### src/rtl/coax_pkg.sv
// Shared definitions for the coax receive path: FSM states, error codes, word geometry.
package coax_pkg;

  localparam int DATA_BITS = 10;

  typedef enum logic [2:0] {
    ST_IDLE   = 3'd0,
    ST_FIRST  = 3'd1,
    ST_SYNC   = 3'd2,
    ST_DATA   = 3'd3,
    ST_PARITY = 3'd4
  } state_t;

  localparam logic [2:0] ERR_NONE     = 3'd0;
  localparam logic [2:0] ERR_PARITY   = 3'd1;
  localparam logic [2:0] ERR_EMPTY    = 3'd2;
  localparam logic [2:0] ERR_TIMEOUT  = 3'd3;
  localparam logic [2:0] ERR_OVERFLOW = 3'd4;
  localparam logic [2:0] ERR_LENGTH   = 3'd5;

endpackage

### src/rtl/coax_rx_word_assembler.sv
// Shifts data bits MSB-first into a word and keeps running parity; one bit per shift, no backpressure.
module coax_rx_word_assembler
  import coax_pkg::*;
#(
  parameter bit PARITY_ODD = 1'b0
) (
  input  logic                 clk,
  input  logic                 reset,
  input  logic                 clear,
  input  logic                 shift,
  input  logic                 bit_value,
  output logic [DATA_BITS-1:0] word,
  output logic                 full,
  output logic                 parity_ok
);

  logic [3:0] bit_index;
  logic       parity_acc;

  always_ff @(posedge clk) begin
    if (reset || clear) begin
      word       <= '0;
      bit_index  <= '0;
      parity_acc <= 1'b0;
    end else if (shift && (bit_index != 4'(DATA_BITS))) begin
      word       <= {word[DATA_BITS-2:0], bit_value};
      bit_index  <= bit_index + 4'd1;
      parity_acc <= parity_acc ^ bit_value;
    end
  end

  // full also rises on the shift that completes the word, so the FSM can leave DATA on that bit
  assign full      = (bit_index == 4'(DATA_BITS)) ||
                     (shift && (bit_index == 4'(DATA_BITS - 1)));
  assign parity_ok = ((parity_acc ^ bit_value) == PARITY_ODD);

endmodule

### src/rtl/coax_rx_sequencer.sv
// Frames recovered coax bits into words, flags parity/empty/timeout/overflow/length faults.
// All outputs registered, one clock after the triggering strobe; a full FIFO aborts the message.
module coax_rx_sequencer
  import coax_pkg::*;
#(
  parameter int CLOCKS_PER_BIT = 8,
  parameter int TIMEOUT_CLOCKS = (CLOCKS_PER_BIT * 5) / 2,
  parameter int MAX_WORDS      = 1024,
  parameter bit PARITY_ODD     = 1'b0
) (
  input  logic                 clk,
  input  logic                 reset,
  input  logic                 enable,
  input  logic                 ss_strobe,
  input  logic                 bit_strobe,
  input  logic                 bit_value,
  input  logic                 fifo_full,
  output logic                 ss_enable,
  output logic                 bit_enable,
  output logic                 active,
  output logic [DATA_BITS-1:0] data,
  output logic                 data_strobe,
  output logic                 eom_strobe,
  output logic                 error_strobe,
  output logic [2:0]           error_code
);

  localparam int WCW = $clog2(MAX_WORDS + 1);
  localparam int TCW = $clog2(TIMEOUT_CLOCKS + 1);
  localparam logic [WCW-1:0] WORD_LIMIT = WCW'(MAX_WORDS);
  localparam logic [TCW-1:0] TMO_LIMIT  = TCW'(TIMEOUT_CLOCKS);

  state_t               state, state_nxt;
  logic [WCW-1:0]       word_count;
  logic [TCW-1:0]       tmo_count;
  logic                 tmo_hit;
  logic [DATA_BITS-1:0] asm_word;
  logic                 asm_full, asm_parity_ok, asm_clear, asm_shift;
  logic                 data_strobe_nxt, eom_nxt;
  logic [2:0]           err_nxt;

  assign tmo_hit   = (tmo_count == TMO_LIMIT);
  assign asm_clear = !enable || ((state != ST_DATA) && (state != ST_PARITY));
  assign asm_shift = enable && bit_strobe && (state == ST_DATA);

  coax_rx_word_assembler #(.PARITY_ODD(PARITY_ODD)) u_asm (
    .clk       (clk),
    .reset     (reset),
    .clear     (asm_clear),
    .shift     (asm_shift),
    .bit_value (bit_value),
    .word      (asm_word),
    .full      (asm_full),
    .parity_ok (asm_parity_ok)
  );

  always_ff @(posedge clk) begin
    if (reset) state <= ST_IDLE;
    else       state <= state_nxt;
  end

  always_comb begin
    state_nxt = state;
    case (state)
      ST_IDLE:   if (ss_strobe) state_nxt = ST_FIRST;
      ST_FIRST:  if (bit_strobe) state_nxt = bit_value ? ST_DATA : ST_IDLE;
      ST_SYNC:   if (bit_strobe) state_nxt = bit_value ? ST_DATA : ST_IDLE;
      ST_DATA:   if (bit_strobe && asm_full) state_nxt = ST_PARITY;
      ST_PARITY: if (bit_strobe)
                   state_nxt = (asm_parity_ok && !fifo_full && (word_count != WORD_LIMIT))
                               ? ST_SYNC : ST_IDLE;
      default:   state_nxt = ST_IDLE;
    endcase
    // a bit arriving on the limit cycle wins over the timeout
    if ((state != ST_IDLE) && !bit_strobe && tmo_hit) state_nxt = ST_IDLE;
    if (!enable) state_nxt = ST_IDLE;
  end

  always_comb begin
    data_strobe_nxt = 1'b0;
    eom_nxt         = 1'b0;
    err_nxt         = ERR_NONE;
    if (bit_strobe) begin
      case (state)
        ST_FIRST:  if (!bit_value) err_nxt = ERR_EMPTY;
        ST_SYNC:   if (!bit_value) eom_nxt = 1'b1;
        ST_PARITY: begin
          if (!asm_parity_ok)             err_nxt = ERR_PARITY;
          else if (fifo_full)             err_nxt = ERR_OVERFLOW;
          else if (word_count == WORD_LIMIT) err_nxt = ERR_LENGTH;
          else                            data_strobe_nxt = 1'b1;
        end
        default: ;
      endcase
    end else if ((state != ST_IDLE) && tmo_hit) begin
      err_nxt = ERR_TIMEOUT;
    end
  end

  always_ff @(posedge clk) begin
    if (reset || !enable) begin
      ss_enable    <= 1'b0;
      bit_enable   <= 1'b0;
      active       <= 1'b0;
      data         <= '0;
      data_strobe  <= 1'b0;
      eom_strobe   <= 1'b0;
      error_strobe <= 1'b0;
      error_code   <= ERR_NONE;
      word_count   <= '0;
      tmo_count    <= '0;
    end else begin
      ss_enable    <= (state_nxt == ST_IDLE);
      // the first sync bit also comes from bit recovery, so FIRST keeps it enabled
      bit_enable   <= (state_nxt != ST_IDLE);
      active       <= (state_nxt != ST_IDLE);
      data_strobe  <= data_strobe_nxt;
      eom_strobe   <= eom_nxt;
      error_strobe <= (err_nxt != ERR_NONE);
      error_code   <= err_nxt;
      if (data_strobe_nxt) data <= asm_word;

      if (state == ST_IDLE)     word_count <= '0;
      else if (data_strobe_nxt) word_count <= word_count + 1'b1;

      if (bit_strobe || (state == ST_IDLE)) tmo_count <= '0;
      else if (!tmo_hit)                    tmo_count <= tmo_count + 1'b1;
    end
  end

endmodule

### config.mk
export PLATFORM = sky130hd
export DESIGN_NAME = coax_rx_sequencer
export DESIGN_NICKNAME = d
export VERILOG_FILES = /design/src/rtl/coax_pkg.sv /design/src/rtl/coax_rx_word_assembler.sv /design/src/rtl/coax_rx_sequencer.sv
export SDC_FILE = /design/constraint.sdc
export NUM_CORES = 1
export LEC_CHECK = 0
export BUFFER_PORTS_ARGS = -buffer_cell sky130_fd_sc_hd__buf_4
export CORE_MARGIN = 1
export CORE_UTILIZATION = 52
export CTS_CLUSTER_DIAMETER = 40
export CTS_CLUSTER_SIZE = 20
export DETAILED_ROUTE_END_ITERATION = 8
export PLACE_DENSITY_LB_ADDON = 0.3
export SLEW_MARGIN = 20
export SYNTH_ARGS = -nofsm -noshare
export SYNTH_HDL_FRONTEND = slang
export SYNTH_SLANG_ARGS = --single-unit
### constraint.sdc
create_clock -name clk -period 1.6 [get_ports clk]
set_input_delay 0.08 -clock clk [delete_from_list [all_inputs] [get_ports clk]]
set_output_delay 0.08 -clock clk [all_outputs]
set_load 0.1 [all_outputs]
==> impl_results.md <==
- Worst-margin pin slew: 0.447 ns
- Syn Nets: 286
- Seq/Total Area, Yosys: 42.9%
- Clock Pin Slew Worst Setup and Hold Paths: 0.10 ns
- Most frequent cells in the layout: 47 x buf_4, 42 x dfxtp_1, 25 x a21oi_1
- H-tree levels: 2
- Routed via count: 2088
- Synthesized area: 2430 um2
- Nature of the critical path endpoint: register
- Nets: 326
- GR Util All Layers: 22.2%
- CP peak stage delay: 0.45 ns
- Final setup fails: 0
- CTS buffer count: 5
- Post-layout min period: 1.57 ns
- Antenna Cells: 0
- Number of synthesized flops with an enable pin: 0
- Rel. slew slack: 70.0%
- Die X: 70.3 um
- Final slew viol count: 0
- Layout Cells excl Fill: 365
- Largest net degree at the start of global routing: 20
- Max cap viols: 0
- Total gr overflow: 0
- First-pass GRT wire length: 8780 um
- Hold_buf cts: 0
- Clock latency on the worst-skew pair: 0.32 ns
- Power Total: 2.25 mW
- Hold Crit Class: in -> reg
- Setup CP Type: reg -> reg
- Crit-path leading delay family: compound AO/OA/AOI/OAI gates
- Buffer depth of the longest clock path: 2
- Area Overhead vs Synth: 24.6%
- CP max FO: 8
- CTS tree: done
- Cell count after synthesis: 272
- Fmax achieved: 0.638 GHz
- VDD IR max: 686 uV
- Routed vias/inst: 5.72
- DR pass1 iterations: 4
- Average wire per standard cell: 14.9 um
- ANT nets after route: 0
- DRT iter0 DRCs: 138
- Placed wire-length estimate: 3570 um
- Worst Path Buf+Inv: 1
- Commonest non-fill, non-tap cell in the layout: buf_4
- Synth Warn #: 0
- Flops & latches, synth: 52
- Worst EP required: 1.86 ns
- Yosys cell types: 52
- Worst Clk Skew: 0.0113 ns
- CP Data Arrival Time: 1.83 ns
- Share of layout cells above drive strength 1: 30.4%
- Final Hold Fails: 0
- Cell chain of the critical path: buf_4, nor2b_1, a21boi_0, o32ai_1, o21ba_2
- Die Footprint: 4950 um2
- Status: finished, final reports clean
- Final Cycle Share: 98.0%
- FILL cells: 355
- Nature of the critical path startpoint: register
- Initial Util: 55.0%
- Mean Syn Cell Area: 8.93 um2
- Critical path's slowest cell: o32ai_1
- Initial antenna violation count: 0
- P_leak: 1.06 nW
- Root Buffer: clkbuf_8
- Vias in the first global route: 1933
- Register area: 1060 um2
- Row count: 24
- Multi-input logic area: 1350 um2
- Post-Route WL: 5460 um
- Post-Route Utilization: 68.5%
- Port Buf Inserts: 25
- Cell count after placement: 352
- Drt drc: 0
- Ys flop type: dfxtp_1
- Io pins: 26
- Pwr Density: 744 nW/um2
- Clock Sinks: 52
- Die Ht: 70.3 um
- Gpl congestion: 0.837
- Core area: 4410 um2
- Post-synth ARST share: 0%
==> state kept, by name, indices dropped and copies added (netlist names) <==
register and flops:
u_asm.parity_acc 1, ss_enable 1, active 1, data_strobe 1, word_count 11, eom_strobe 1, data 10, u_asm.bit_index 4
error_strobe 1, error_code 3, u_asm.word 10, state 3, tmo_count 5
==> worst reg2reg max path: stages, from the launching register on <==
cell,delay [ns]
dfxtp_2,0.35
buf_4,0.16
nor2b_1,0.16
a21boi_0,0.20
o32ai_1,0.45
o21ba_2,0.20
==> layout make-up <==
| cell class | instances | area share [%] |
|---|---|---|
| tap | 52 | 2.15 |
| inverter | 12 | 1.49 |
| clock buffer | 5 | 2.27 |
| timing repair buffer | 51 | 13.4 |
| clock inverter | 3 | 0.951 |
| sequential | 52 | 35.1 |
| multi-input combinational | 190 | 44.6 |
==> per-stage QoR <==
step | worst slack [ns] | area [um2] | hold slack, ns | setup TNS, ns
after floorplan | 0.0399 | 2430 | 0.236 | 0
after global placement | 0.0446 | 2750 | 0.385 | 0
after detailed placement | -0.00912 | 2750 | 0.381 | -0.00912
after CTS | 0.00491 | 2870 | 0.0525 | 0
after global routing | -0.0289 | 3030 | 0.0657 | -0.138
final | 0.0319 | 3030 | 0.0580 | 0
==> cells by family after synthesis <==
kind of cell,count (synthesis),synth area share [%]
simple gates,94,22.9
xor+xnor,11,4.28
buf+inv,30,6.03
mux,9,3.71
compound gates,69,16.6
flops,52,42.9
fa+ha+maj,7,3.61
==> worst paths after layout <==
path              slack (ns)  depth (start not counted)       from      endpoint
setup / recovery        0.03                          5   state[1]        active
hold / removal          0.06                          3  fifo_full  error_strobe
hold reg to reg         0.48                          2    data[9]       data[9]
setup reg to reg        0.03                          5   state[1]        active
==> where the power goes <==
| group | internal (mW) | leakage [nW] | switching (mW) |
|---|---|---|---|
| clock network | 0.331 | 0.0511 | 0.481 |
| logic | 0.0494 | 0.579 | 0.0913 |
| registers | 1.29 | 0.425 | 0.00446 |
| total | 1.67 | 1.06 | 0.577 |
==> repair_timing <==
action,4_1_cts,5_1_grt
buffers inserted,1,4
pin swaps,1,10
setup endpoints to repair,2,28
resized for setup,4,36
==> Yosys cell counts, types with 3 or more instances <==
library cell / n / area, um2
nand2b_1: 6 / 37.5
mux2i_1: 9 / 90.1
o21ai_0: 22 / 110
xnor2_1: 4 / 35.0
nand4_1: 6 / 37.5
xor2_1: 6 / 52.6
nor4_1: 4 / 25.0
nor3_1: 8 / 40.0
clkbuf_1: 7 / 26.3
nand3_1: 18 / 90.1
dfxtp_1: 52 / 1040
nand2_1: 3 / 11.3
or3_1: 5 / 31.3
nor2_1: 21 / 78.8
inv_1: 12 / 45.0
and2_1: 3 / 18.8
buf_4: 3 / 22.5
o31ai_1: 3 / 22.5
ha_1: 7 / 87.6
a21oi_1: 28 / 140
buf_2: 6 / 30.0
==> layer usage <==
layer / GRT usage, % / vias up / wire [um]
met3: 4.76 / 7 / 215
li1: - / 1052 / -
met5: 0 / - / 0
met4: 8.44 / 0 / 87
met1: 28.7 / 986 / 2460
met2: 36.1 / 43 / 2690
No activity file was read; power rests on OpenSTA's default activity.
